[src/rtl/text_pkg.sv]
// Shared definitions for the text RAM boot loader: flash command, RAM address width,
// loader FSM encoding and the flash address byte selector.
package text_pkg;

    localparam logic [7:0] FLASH_CMD_READ = 8'h03;
    localparam int         TEXT_AW        = 15;
    localparam logic [1:0] ADDR_LAST_IDX  = 2'd2;

    typedef enum logic [2:0] {
        ST_IDLE   = 3'd0,
        ST_SEL    = 3'd1,
        ST_CMD    = 3'd2,
        ST_ADDR   = 3'd3,
        ST_DATA   = 3'd4,
        ST_FINISH = 3'd5
    } ldr_state_e;

    // Byte to queue behind address byte idx: the top byte goes out with the command.
    function automatic logic [7:0] addr_byte(input logic [23:0] base, input logic [1:0] idx);
        logic [7:0] b;
        case (idx)
            2'd0:    b = base[15:8];
            2'd1:    b = base[7:0];
            default: b = 8'h00;
        endcase
        return b;
    endfunction

endpackage

[src/rtl/flash_spi_shifter.sv]
// SPI mode-0 bit engine: SCK half-period divider plus an 8-bit MSB-first transmit
// shifter and receive shifter. The owner supplies the next byte at each byte boundary.
module flash_spi_shifter #(
    parameter int SCK_DIV = 4
) (
    input  logic       clk,
    input  logic       rst,
    input  logic       run,
    input  logic       load,
    input  logic [7:0] tx_byte,
    output logic [7:0] rx_byte,
    output logic       byte_done,
    output logic       byte_end,
    output logic       sck,
    output logic       mosi,
    input  logic       miso
);

    localparam int               DIV_W    = (SCK_DIV > 1) ? $clog2(SCK_DIV) : 1;
    localparam logic [DIV_W-1:0] DIV_LAST = DIV_W'(SCK_DIV - 1);

    logic [DIV_W-1:0] div_r;
    logic             sck_r;
    logic [7:0]       tx_r;
    logic [6:0]       rx_r;
    logic [2:0]       bit_cnt_r;
    logic [7:0]       rx_byte_r;
    logic             byte_done_r;
    logic             tick_s;
    logic             rise_s;
    logic             fall_s;

    assign tick_s    = run & (div_r == DIV_LAST);
    assign rise_s    = tick_s & ~sck_r;
    assign fall_s    = tick_s & sck_r;
    // bit_cnt wraps to 0 after the 8th rise, so this falling edge closes a byte
    assign byte_end  = fall_s & (bit_cnt_r == 3'd0);
    assign sck       = sck_r;
    assign mosi      = tx_r[7];
    assign rx_byte   = rx_byte_r;
    assign byte_done = byte_done_r;

    // divider, clock phase and both shift registers
    always_ff @(posedge clk) begin
        if (rst) begin
            div_r       <= {DIV_W{1'b0}};
            sck_r       <= 1'b0;
            tx_r        <= 8'h00;
            rx_r        <= 7'h00;
            bit_cnt_r   <= 3'd0;
            rx_byte_r   <= 8'h00;
            byte_done_r <= 1'b0;
        end else if (load) begin
            div_r       <= {DIV_W{1'b0}};
            sck_r       <= 1'b0;
            tx_r        <= tx_byte;
            rx_r        <= 7'h00;
            bit_cnt_r   <= 3'd0;
            byte_done_r <= 1'b0;
        end else if (!run) begin
            div_r       <= {DIV_W{1'b0}};
            sck_r       <= 1'b0;
            byte_done_r <= 1'b0;
        end else begin
            byte_done_r <= 1'b0;
            if (tick_s) begin
                div_r <= {DIV_W{1'b0}};
                sck_r <= ~sck_r;
            end else begin
                div_r <= div_r + DIV_W'(1);
            end
            if (rise_s) begin
                rx_r      <= {rx_r[5:0], miso};
                bit_cnt_r <= bit_cnt_r + 3'd1;
                if (bit_cnt_r == 3'd7) begin
                    rx_byte_r   <= {rx_r, miso};
                    byte_done_r <= 1'b1;
                end
            end
            if (fall_s) begin
                tx_r <= (bit_cnt_r == 3'd0) ? tx_byte : {tx_r[6:0], 1'b0};
            end
        end
    end

endmodule

[src/rtl/flash_text_loader.sv]
// Boot loader for the text RAM: streams LOAD_BYTES from SPI flash (read command) into
// RAM 0..N-1 and otherwise passes host writes straight through to the RAM write port.
module flash_text_loader
    import text_pkg::*;
#(
    parameter logic [23:0] FLASH_BASE = 24'h000000,
    parameter int          LOAD_BYTES = 32768,
    parameter int          SCK_DIV    = 4
) (
    input  logic               clk,
    input  logic               rst,
    input  logic               start,
    output logic               busy,
    output logic               done,
    output logic               host_drop,
    output logic               flash_sck,
    output logic               flash_mosi,
    output logic               flash_ssel,
    input  logic               flash_miso,
    input  logic               host_write,
    input  logic [TEXT_AW-1:0] host_addr,
    input  logic [7:0]         host_d,
    output logic               ram_write,
    output logic [TEXT_AW-1:0] ram_addr,
    output logic [7:0]         ram_d
);

    localparam int               DIV_W    = (SCK_DIV > 1) ? $clog2(SCK_DIV) : 1;
    localparam logic [DIV_W-1:0] DIV_LAST = DIV_W'(SCK_DIV - 1);
    localparam logic [15:0]      LOAD_CNT = 16'(LOAD_BYTES);

    ldr_state_e       state_r, state_nx;
    logic [DIV_W-1:0] wait_r, wait_nx;
    logic [1:0]       idx_r, idx_nx;
    logic [15:0]      byte_count_r, byte_count_nx;
    logic             busy_r, busy_nx;
    logic             done_r, done_nx;
    logic             ssel_r, ssel_nx;
    logic             sh_run_s;
    logic             sh_load_s;
    logic [7:0]       tx_byte_s;
    logic [7:0]       rx_byte_s;
    logic             byte_done_s;
    logic             byte_end_s;
    logic             ld_write_s;

    flash_spi_shifter #(.SCK_DIV(SCK_DIV)) u_shifter (
        .clk       (clk),
        .rst       (rst),
        .run       (sh_run_s),
        .load      (sh_load_s),
        .tx_byte   (tx_byte_s),
        .rx_byte   (rx_byte_s),
        .byte_done (byte_done_s),
        .byte_end  (byte_end_s),
        .sck       (flash_sck),
        .mosi      (flash_mosi),
        .miso      (flash_miso)
    );

    // loader state and control registers
    always_ff @(posedge clk) begin
        if (rst) begin
            state_r      <= ST_IDLE;
            wait_r       <= {DIV_W{1'b0}};
            idx_r        <= 2'd0;
            byte_count_r <= 16'd0;
            busy_r       <= 1'b0;
            done_r       <= 1'b0;
            ssel_r       <= 1'b1;
        end else begin
            state_r      <= state_nx;
            wait_r       <= wait_nx;
            idx_r        <= idx_nx;
            byte_count_r <= byte_count_nx;
            busy_r       <= busy_nx;
            done_r       <= done_nx;
            ssel_r       <= ssel_nx;
        end
    end

    // next-state logic and shifter sequencing
    always_comb begin
        state_nx      = state_r;
        wait_nx       = wait_r;
        idx_nx        = idx_r;
        byte_count_nx = byte_count_r;
        busy_nx       = busy_r;
        done_nx       = done_r;
        ssel_nx       = ssel_r;
        sh_run_s      = 1'b0;
        sh_load_s     = 1'b0;
        tx_byte_s     = 8'h00;
        ld_write_s    = 1'b0;
        case (state_r)
            ST_IDLE: begin
                tx_byte_s = FLASH_CMD_READ;
                if (start) begin
                    state_nx      = ST_SEL;
                    sh_load_s     = 1'b1;
                    busy_nx       = 1'b1;
                    done_nx       = 1'b0;
                    ssel_nx       = 1'b0;
                    wait_nx       = {DIV_W{1'b0}};
                    idx_nx        = 2'd0;
                    byte_count_nx = 16'd0;
                end else begin
                    state_nx = ST_IDLE;
                end
            end
            ST_SEL: begin
                if (wait_r == DIV_LAST) begin
                    state_nx = ST_CMD;
                    wait_nx  = {DIV_W{1'b0}};
                end else begin
                    wait_nx = wait_r + DIV_W'(1);
                end
            end
            ST_CMD: begin
                sh_run_s  = 1'b1;
                tx_byte_s = FLASH_BASE[23:16];
                if (byte_end_s) begin
                    state_nx = ST_ADDR;
                end else begin
                    state_nx = ST_CMD;
                end
            end
            ST_ADDR: begin
                sh_run_s  = 1'b1;
                tx_byte_s = addr_byte(FLASH_BASE, idx_r);
                if (byte_end_s && (idx_r == ADDR_LAST_IDX)) begin
                    state_nx = ST_DATA;
                    idx_nx   = 2'd0;
                end else if (byte_end_s) begin
                    idx_nx = idx_r + 2'd1;
                end else begin
                    idx_nx = idx_r;
                end
            end
            ST_DATA: begin
                sh_run_s   = 1'b1;
                ld_write_s = byte_done_s;
                if (byte_done_s) begin
                    byte_count_nx = byte_count_r + 16'd1;
                end else begin
                    byte_count_nx = byte_count_r;
                end
                // with SCK_DIV=1 the last byte's write and its closing fall share a cycle
                if (byte_end_s && ((byte_count_r + {15'd0, byte_done_s}) == LOAD_CNT)) begin
                    state_nx = ST_FINISH;
                    wait_nx  = {DIV_W{1'b0}};
                end else begin
                    state_nx = ST_DATA;
                end
            end
            ST_FINISH: begin
                if (wait_r == DIV_LAST) begin
                    state_nx = ST_IDLE;
                    wait_nx  = {DIV_W{1'b0}};
                    ssel_nx  = 1'b1;
                    busy_nx  = 1'b0;
                    done_nx  = 1'b1;
                end else begin
                    wait_nx = wait_r + DIV_W'(1);
                end
            end
            default: begin
                state_nx = ST_IDLE;
                busy_nx  = 1'b0;
                ssel_nx  = 1'b1;
            end
        endcase
    end

    // write-port arbitration: host owns the port whenever no load is running
    always_comb begin
        if (busy_r) begin
            ram_write = ld_write_s;
            ram_addr  = byte_count_r[TEXT_AW-1:0];
            ram_d     = rx_byte_s;
        end else begin
            ram_write = host_write;
            ram_addr  = host_addr;
            ram_d     = host_d;
        end
    end

    assign host_drop  = busy_r & host_write;
    assign busy       = busy_r;
    assign done       = done_r;
    assign flash_ssel = ssel_r;

endmodule

[config.mk]
export PLATFORM = sky130hd
export DESIGN_NAME = flash_text_loader
export DESIGN_NICKNAME = d
export VERILOG_FILES = /design/src/rtl/text_pkg.sv /design/src/rtl/flash_spi_shifter.sv /design/src/rtl/flash_text_loader.sv
export SDC_FILE = /design/constraint.sdc
export NUM_CORES = 1
export LEC_CHECK = 0
export CAP_MARGIN = 20
export CORE_AREA = 2 2 86 88
export DETAILED_ROUTE_END_ITERATION = 8
export DIE_AREA = 0 0 88 90
export PLACE_DENSITY_LB_ADDON = 0.08
export SETUP_SLACK_MARGIN = 0.3
export SLEW_MARGIN = 20
export SYNTH_ARGS = -nofsm -noshare
export SYNTH_HDL_FRONTEND = slang
export SYNTH_SLANG_ARGS = --single-unit
export TNS_END_PERCENT = 20
[constraint.sdc]
create_clock -name clk -period 5.8 [get_ports clk]
set_clock_uncertainty 0.1 [all_clocks]
set_input_delay 1.16 -clock clk [delete_from_list [all_inputs] [get_ports clk]]
set_output_delay 1.16 -clock clk [all_outputs]
set_load 0.02 [all_outputs]
==> metrics.md, run 1 <==
| Metric | Value |
|---|---|
| Run status | `finished clean` |
| Remaining Overflow, GRT | `0` |
| Post-place setup slack | `2.11 ns` |
| Setup Buffers After CTS | `0` |
| Vias per inst | `approximately 5.2` |
| Crit path to | `ram_write` |
| Synth Cell Area | `3090 sq um` |
| RSZ-0062 raised after global routing | `false` |
| Max Fanout on Critical Path | `2` |
| CTS resizes | `0` |
| Post-synth cell types | `between 50 and 60` |
| Mean area per synthesized cell | `8.97 sq um` |
| Setup crit end kind | `primary output` |
| Global-route usage over all layers | `0.174` |
| Path type of the worst setup path | `primary input to primary output` |
| # hold bufs at CTS | `0` |
| Global placement routability congestion | `a little under 0.8` |
| Initial Utilization | `0.439` |
| Port Buffers | `57` |
| Compound-gate portion of the synthesized area | `0.110` |
| Reg2reg end | `u_shifter.rx_byte[5]` |
| Adder-Cell Fraction of Synth Area | `0.0324` |
| Worst-Margin Slew | `0.891 ns` |
| Vias | `2546` |
| Layout cell share with drive strength beyond 1 | `0.127` |
| Largest family of logic cells by synthesized area | `simple AND/OR/NAND/NOR gates` |
| Die W | `88 um` |
| Final HPWL from detailed placement | `~4600 um` |
| Setup TNS | `0 ns` |
| Pwr dens | `around 190 nW/um^2` |
| FFs w/ async S/R, synth | `0` |
| Clock Latency Late Sink | `between 0.3 and 0.4 ns` |
| R2r worst-path depth | `6` |
| Largest net degree at the start of global routing | `34` |
| Slew HR | `0.403` |
| Antenna violations before repair | `0` |
| Total nets after synthesis | `380` |
| Overall power | `about 0.73 mW` |
| Final hold violations | `0` |
| Cells after Synth | `344` |
| R2R Path Start | `state_r[1]` |
| XOR/XNOR Fraction of Synth Area | `0.0596` |
| Max VDD drop | `79.3 uV` |
| Drt initial violations | `58` |
| Mux cell area share after synthesis | `0.149` |
| Crit path cell chain | `clkdlybuf4s50_1 > inv_1 > o22ai_1 > clkdlybuf4s50_1` |
| Routed WL | `6520 um` |
| Per-cell routed wire length | `13.4 um` |
| CP arrival | `2.43 ns` |
| #FFs+latches synth | `56` |
| Fin crit share | `0.635` |
| Number of flops mapped to enable cells by yosys | `0` |
| CTS buffer count | `5` |
| Crit-path leading delay family | `buffers and inverters` |
| Crit path time final | `3.69 ns` |
| Leak | `about 1.3 nW` |
| Worst-path clk slew | `0.10 ns` |
| CP startpoint | `host_write` |
| Synth Warn # | `0` |
| Required time of the critical path | `roughly 4.5 ns` |
| Worst hold margin | `0.332 ns` |
| Hold WC Path Type | `register to register` |
| Core area | `7020 sq um` |
| Vias in the first global route | `2479` |
| Register Area | `roughly 1100 sq um` |
| Nets | `422` |
| Pre-Repair DR Iteration Count | `4` |
| CP peak stage delay | `a little over 0.6 ns` |
| Die ar. | `about 7900 sq um` |
| Clk buf depth | `2` |
| Fillers | `between 600 and 700` |
| Cell mode on critical path | `clkdlybuf4s50_1` |
| CP Depth | `4` |
| Top_reg_cell synth | `dfxtp_1` |
| Buf/Inv on CP | `3` |
| Final setup vio count | `0` |
| ANT cells | `0` |
| Max cap viols | `0` |
| Die H | `approximately 90 um` |
| Worst Setup Start Kind | `primary input` |
| CTS sink cnt | `56` |
| Fmax achieved | `around 270 MHz` |
| Most frequent cells in the layout | `nor2_1 (57), clkdlybuf4s50_1 (57), dfxtp_1 (56)` |
| Rows | `31` |
| Multi-input combinational cell area | `1800 sq um` |
| Setup slack, reg-to-reg | `roughly 2.8 ns` |
| Area delta synth->final | `22.0%` |
| Clk root buf | `clkbuf_8` |
| H-tree level count | `2` |
| IO Pins | `58` |
| Final Max Slew Viols | `0` |
| First-pass GRT wire length | `around 11000 um` |
| Setup slack after layout | `roughly 2.1 ns` |
| Post-synthesis sequential area ratio | `0.363` |
| Post-Synth Simple-Gate Area | `0.232` |
| CTS tree | `built` |
| Residual DRC | `0` |
| CP max stage cell | `clkdlybuf4s50_1` |
| Post-route ant nets | `0` |
cell families after synthesis:
logic type / after synthesis
muxes: 43
xor gates and xnor gates: 21
AOI/OAI and AO/OA: 48
and+or+nand+nor: 133
DFF: 56
adders and majority gates: 8
buffers and inverters: 35
power breakdown:
| part | internal, mW | switching (mW) |
|---|---|---|
| sequential | 0.388 | 0.00805 |
| combinational | 0.0640 | 0.0517 |
| clock | 0.0870 | 0.134 |
| total | 0.539 | 0.194 |
flip-flops by register name (all words and copies together) (netlist names):
register,flops
byte_count_r,16
done,1
busy,1
u_shifter.bit_cnt_r,3
wait_r,2
idx_r,2
u_shifter.div_r,2
u_shifter.byte_done,1
u_shifter.rx_r,7
u_shifter.tx_r,8
u_shifter.sck,1
state_r,3
flash_ssel,1
u_shifter.rx_byte,8
synthesized netlist by cell type, types with 2 or more instances:
| library cell | count | area share |
|---|---|---|
| or2_2 | 2 | 0.0041 |
| o311ai_1 | 2 | 0.0057 |
| nand3_2 | 2 | 0.0065 |
| ha_1 | 8 | 0.032 |
| o2111ai_1 | 2 | 0.0057 |
| buf_4 | 5 | 0.012 |
| nor2_1 | 57 | 0.069 |
| mux2_2 | 23 | 0.084 |
| o31ai_1 | 2 | 0.0049 |
| mux2i_1 | 20 | 0.065 |
| inv_1 | 11 | 0.013 |
| a22oi_1 | 8 | 0.019 |
| a21oi_1 | 9 | 0.015 |
| nand2b_1 | 3 | 0.0061 |
| xnor2_1 | 12 | 0.034 |
| nor2b_1 | 6 | 0.012 |
| buf_1 | 2 | 0.0024 |
| nand3_1 | 7 | 0.011 |
| a211oi_1 | 2 | 0.0049 |
| nand2_1 | 18 | 0.022 |
| buf_2 | 10 | 0.016 |
| clkbuf_1 | 6 | 0.0073 |
| nor2_4 | 2 | 0.0073 |
| a31oi_1 | 4 | 0.0081 |
| nor3_1 | 7 | 0.011 |
| nor3_2 | 2 | 0.0065 |
| nor4_1 | 4 | 0.0081 |
| xor2_1 | 9 | 0.026 |
| nand4_1 | 7 | 0.014 |
| o21ai_0 | 5 | 0.0081 |
| nor3b_2 | 2 | 0.0081 |
| and2_1 | 3 | 0.0061 |
| o211ai_1 | 2 | 0.0049 |
| dfxtp_1 | 56 | 0.36 |
metrics by stage:
stage | instances | cell area, sq um | util
detailed placement | 478 | 3670 | 0.523
global placement | 478 | 3670 | 0.523
CTS | 486 | 3760 | 0.536
global route | 486 | 3760 | 0.536
finish | 486 | 3760 | 0.536
floorplan | 344 | 3090 | -
per-layer routing:
metal  vias up  global-route usage  part of all wire
li1       1292                   -                 -
met1      1190               0.216              0.46
met2        53               0.291              0.48
met3        11              0.0340             0.038
met4         0              0.0731             0.018
met5         -                   0                 0
cell type report:
class | instances | share of cell area
Clock buffer | 5 | 0.0183
Inverter | 11 | 0.0110
Tap cell | 99 | 0.0329
Multi-Input combinational cell | 253 | 0.478
Timing Repair Buffer | 59 | 0.156
Clock inverter | 3 | 0.00598
Sequential cell | 56 | 0.298
how the worst min path moves through the flow:
stage                             startpoint            endpoint  cells after the start
final                     u_shifter.div_r[0]  u_shifter.div_r[0]                      1
after global routing      u_shifter.div_r[0]  u_shifter.div_r[0]                      1
after CTS                 u_shifter.div_r[0]  u_shifter.div_r[0]                      1
after detailed placement  u_shifter.div_r[0]  u_shifter.div_r[0]                      1
after global placement    u_shifter.div_r[0]  u_shifter.div_r[0]                      1
after floorplan           u_shifter.div_r[0]  u_shifter.div_r[0]                      1
(Power assumes the default switching activity.)
==> run 2, diff against run 1 <==
==> constraint.sdc (replaced) <==
create_clock -name clk -period 3.7 [get_ports clk]
set_clock_uncertainty 0.1 [all_clocks]
set_input_delay 0.74 -clock clk [delete_from_list [all_inputs] [get_ports clk]]
set_output_delay 0.74 -clock clk [all_outputs]
set_load 0.02 [all_outputs]
==> run 2 against run 1 <==
Net effect:
- power increased by 58%
- count of clock-buffer cells in the layout unchanged
- sequential share of layout area decreased by 0.20 points
- register-to-register slack got worse by 1.7 ns
- first-iteration DRC count increased by 47%
- sequential power increased by 57%
- global-route usage decreased by 0.87 points
- core utilization increased by 0.36 points
- clock power increased by 60%
- critical endpoint is now ram_addr[11]
- highest routed layer unchanged
==> metrics.md, run 2 (synthesis gave the netlist of run 1 again) <==
| Metric | Value |
|---|---|
| CTS resizes | `0` |
| Per-cell routed wire length | `13.4 um` |
| Hold Path Origin | `u_shifter.div_r[0]` |
| Register Area | `1120 sq um` |
| Remaining Overflow, GRT | `0` |
| # hold bufs at CTS | `0` |
| H-tree level count | `2` |
| Power share of the combinational group | `0.161` |
| Placed cell count | `479` |
| R2R Path Start | `state_r[1]` |
| Port Buffers | `57` |
| Routed WL | `6510 um` |
| CP max stage cell | `dfxtp_1` |
| Placed cell area | `roughly 3700 sq um` |
| Hold path depth | `1` |
| CP arrival | `2.10 ns` |
| Crit path time final | `2.94 ns` |
| Endpoint with the worst hold slack | `u_shifter.div_r[0]` |
| Worst-path clk slew | `0.10 ns` |
| Die W | `just under 90 um` |
| Final HPWL from detailed placement | `4650 um` |
| CP peak stage delay | `0.66 ns` |
| Required time of the critical path | `2.86 ns` |
| Post-route design area | `roughly 3800 sq um` |
| Leak | `about 1.4 nW` |
| Clock share of power | `0.305` |
| Max Fanout on Critical Path | `19` |
| RSZ-0062 raised after global routing | `false` |
| Global placement routability congestion | `0.780` |
| Drt initial violations | `85` |
| Nets | `423` |
| Multi-input combinational cell area | `1800 sq um` |
| Antenna violations before repair | `0` |
| Crit path cell chain | `buf_12 > mux2_2 > clkdlybuf4s50_1` |
| Setup slack, reg-to-reg | `around 1.0 ns` |
| CTS tree | `built` |
| ANT cells | `0` |
| Most frequent cells in the layout | `nor2_1 (57), clkdlybuf4s50_1 (57), dfxtp_1 (56)` |
| Sequential share of power | `0.534` |
| Clk buf depth | `2` |
| Setup Buffers After CTS | `0` |
| Worst Setup Start Kind | `register` |
| Post-route ant nets | `0` |
| Pint | `approximately 0.85 mW` |
| Setup crit end kind | `primary output` |
| Top reg by flops | `byte_count_r` |
| Residual DRC | `0` |
| Rows | `31` |
| Vias per inst | `between 5 and 6` |
| Clock Latency Late Sink | `roughly 0.32 ns` |
| First-pass GRT wire length | `10800 um` |
| Initial Utilization | `0.439` |
| Core area | `between 7000 and 8000 sq um` |
| Area delta synth->final | `22.8%` |
| Fin crit share | `0.796` |
| CTS sink cnt | `56` |
| Slew HR | `0.586` |
| Layout cell share with drive strength beyond 1 | `0.129` |
| Global-route usage over all layers | `0.166` |
| Finished Layout Cells | `487` |
| Switching pwr | `between 0.3 and 0.4 mW` |
| CTS buffer count | `5` |
| Vias in the first global route | `2314` |
| Clk root buf | `clkbuf_8` |
| Vias | `2519` |
| Largest register FFs | `16` |
| Largest net degree at the start of global routing | `34` |
| Setup TNS | `0 ns` |
| Path type of the worst setup path | `register to primary output` |
| Final hold violations | `0` |
| Run status | `finished clean` |
| Max cap viols | `0` |
| Switching fraction of total power | `0.267` |
| Pre-Repair DR Iteration Count | `4` |
| R2r worst-path depth | `7` |
| Hold WC Path Type | `register to register` |
| Max VDD drop | `~150 uV` |
| Reg2reg end | `u_shifter.rx_byte[0]` |
| IO Pins | `between 50 and 60` |
| Overall power | `between 1 and 1.5 mW` |
| Die ar. | `7920 sq um` |
| Fmax achieved | `340 MHz` |
| Final setup vio count | `0` |
| Fillers | `682` |
| Final Max Slew Viols | `0` |
| Die H | `90 um` |
| Pwr dens | `307 nW/um^2` |
| Worst-Margin Slew | `around 0.62 ns` |
run 2: per-stage QoR:
stage,utilization,setup slack [ns],hold slack (ns)
after detailed placement,0.526,0.837,0.318
after floorplan,-,1.30,0.305
after CTS,0.540,0.724,0.333
after global placement,0.526,0.864,0.314
after global routing,0.540,0.648,0.364
final,0.540,0.757,0.329
run 2: cell type report:
class                   instances  area share
clock buffers                   5      0.0182
clock inverters                 3     0.00727
inverters                      11      0.0109
multi-input cells             253       0.475
flip-flops and latches         56       0.296
well taps                      99      0.0327
repair buffers                 60       0.160
run 2: worst max-delay path by stage:
stage                from      endpoint
2_1_floorplan        busy   ram_addr[0]
3_5_place_dp   host_write     ram_write
3_3_place_gp   host_write     ram_write
5_1_grt              busy      ram_d[2]
6_report             busy  ram_addr[11]
4_1_cts              busy  ram_addr[11]
run 2: metal layers:
metal  part of all wire  GRT usage
met3              0.032     0.0303
met5                  0          0
met1               0.46      0.209
met4              0.010     0.0449
met2               0.49      0.285
run 2: worst max-delay path: cells and delay by family (launching register included):
kind	cells	cell delay, ns
mux	1	0.35
buf+inv	2	0.77
flops	1	0.66
run 2: power groups by stage:
| stage | Clock [mW] | Sequential (mW) | Combinational [mW] |
|---|---|---|---|
| 2_1_floorplan | 0 | 0.630 | 0.102 |
| 3_3_place_gp | 0 | 0.634 | 0.186 |
| 3_5_place_dp | 0 | 0.635 | 0.188 |
| 4_1_cts | 0.367 | 0.621 | 0.189 |
| 5_1_grt | 0.388 | 0.622 | 0.200 |
| 6_report | 0.354 | 0.621 | 0.187 |
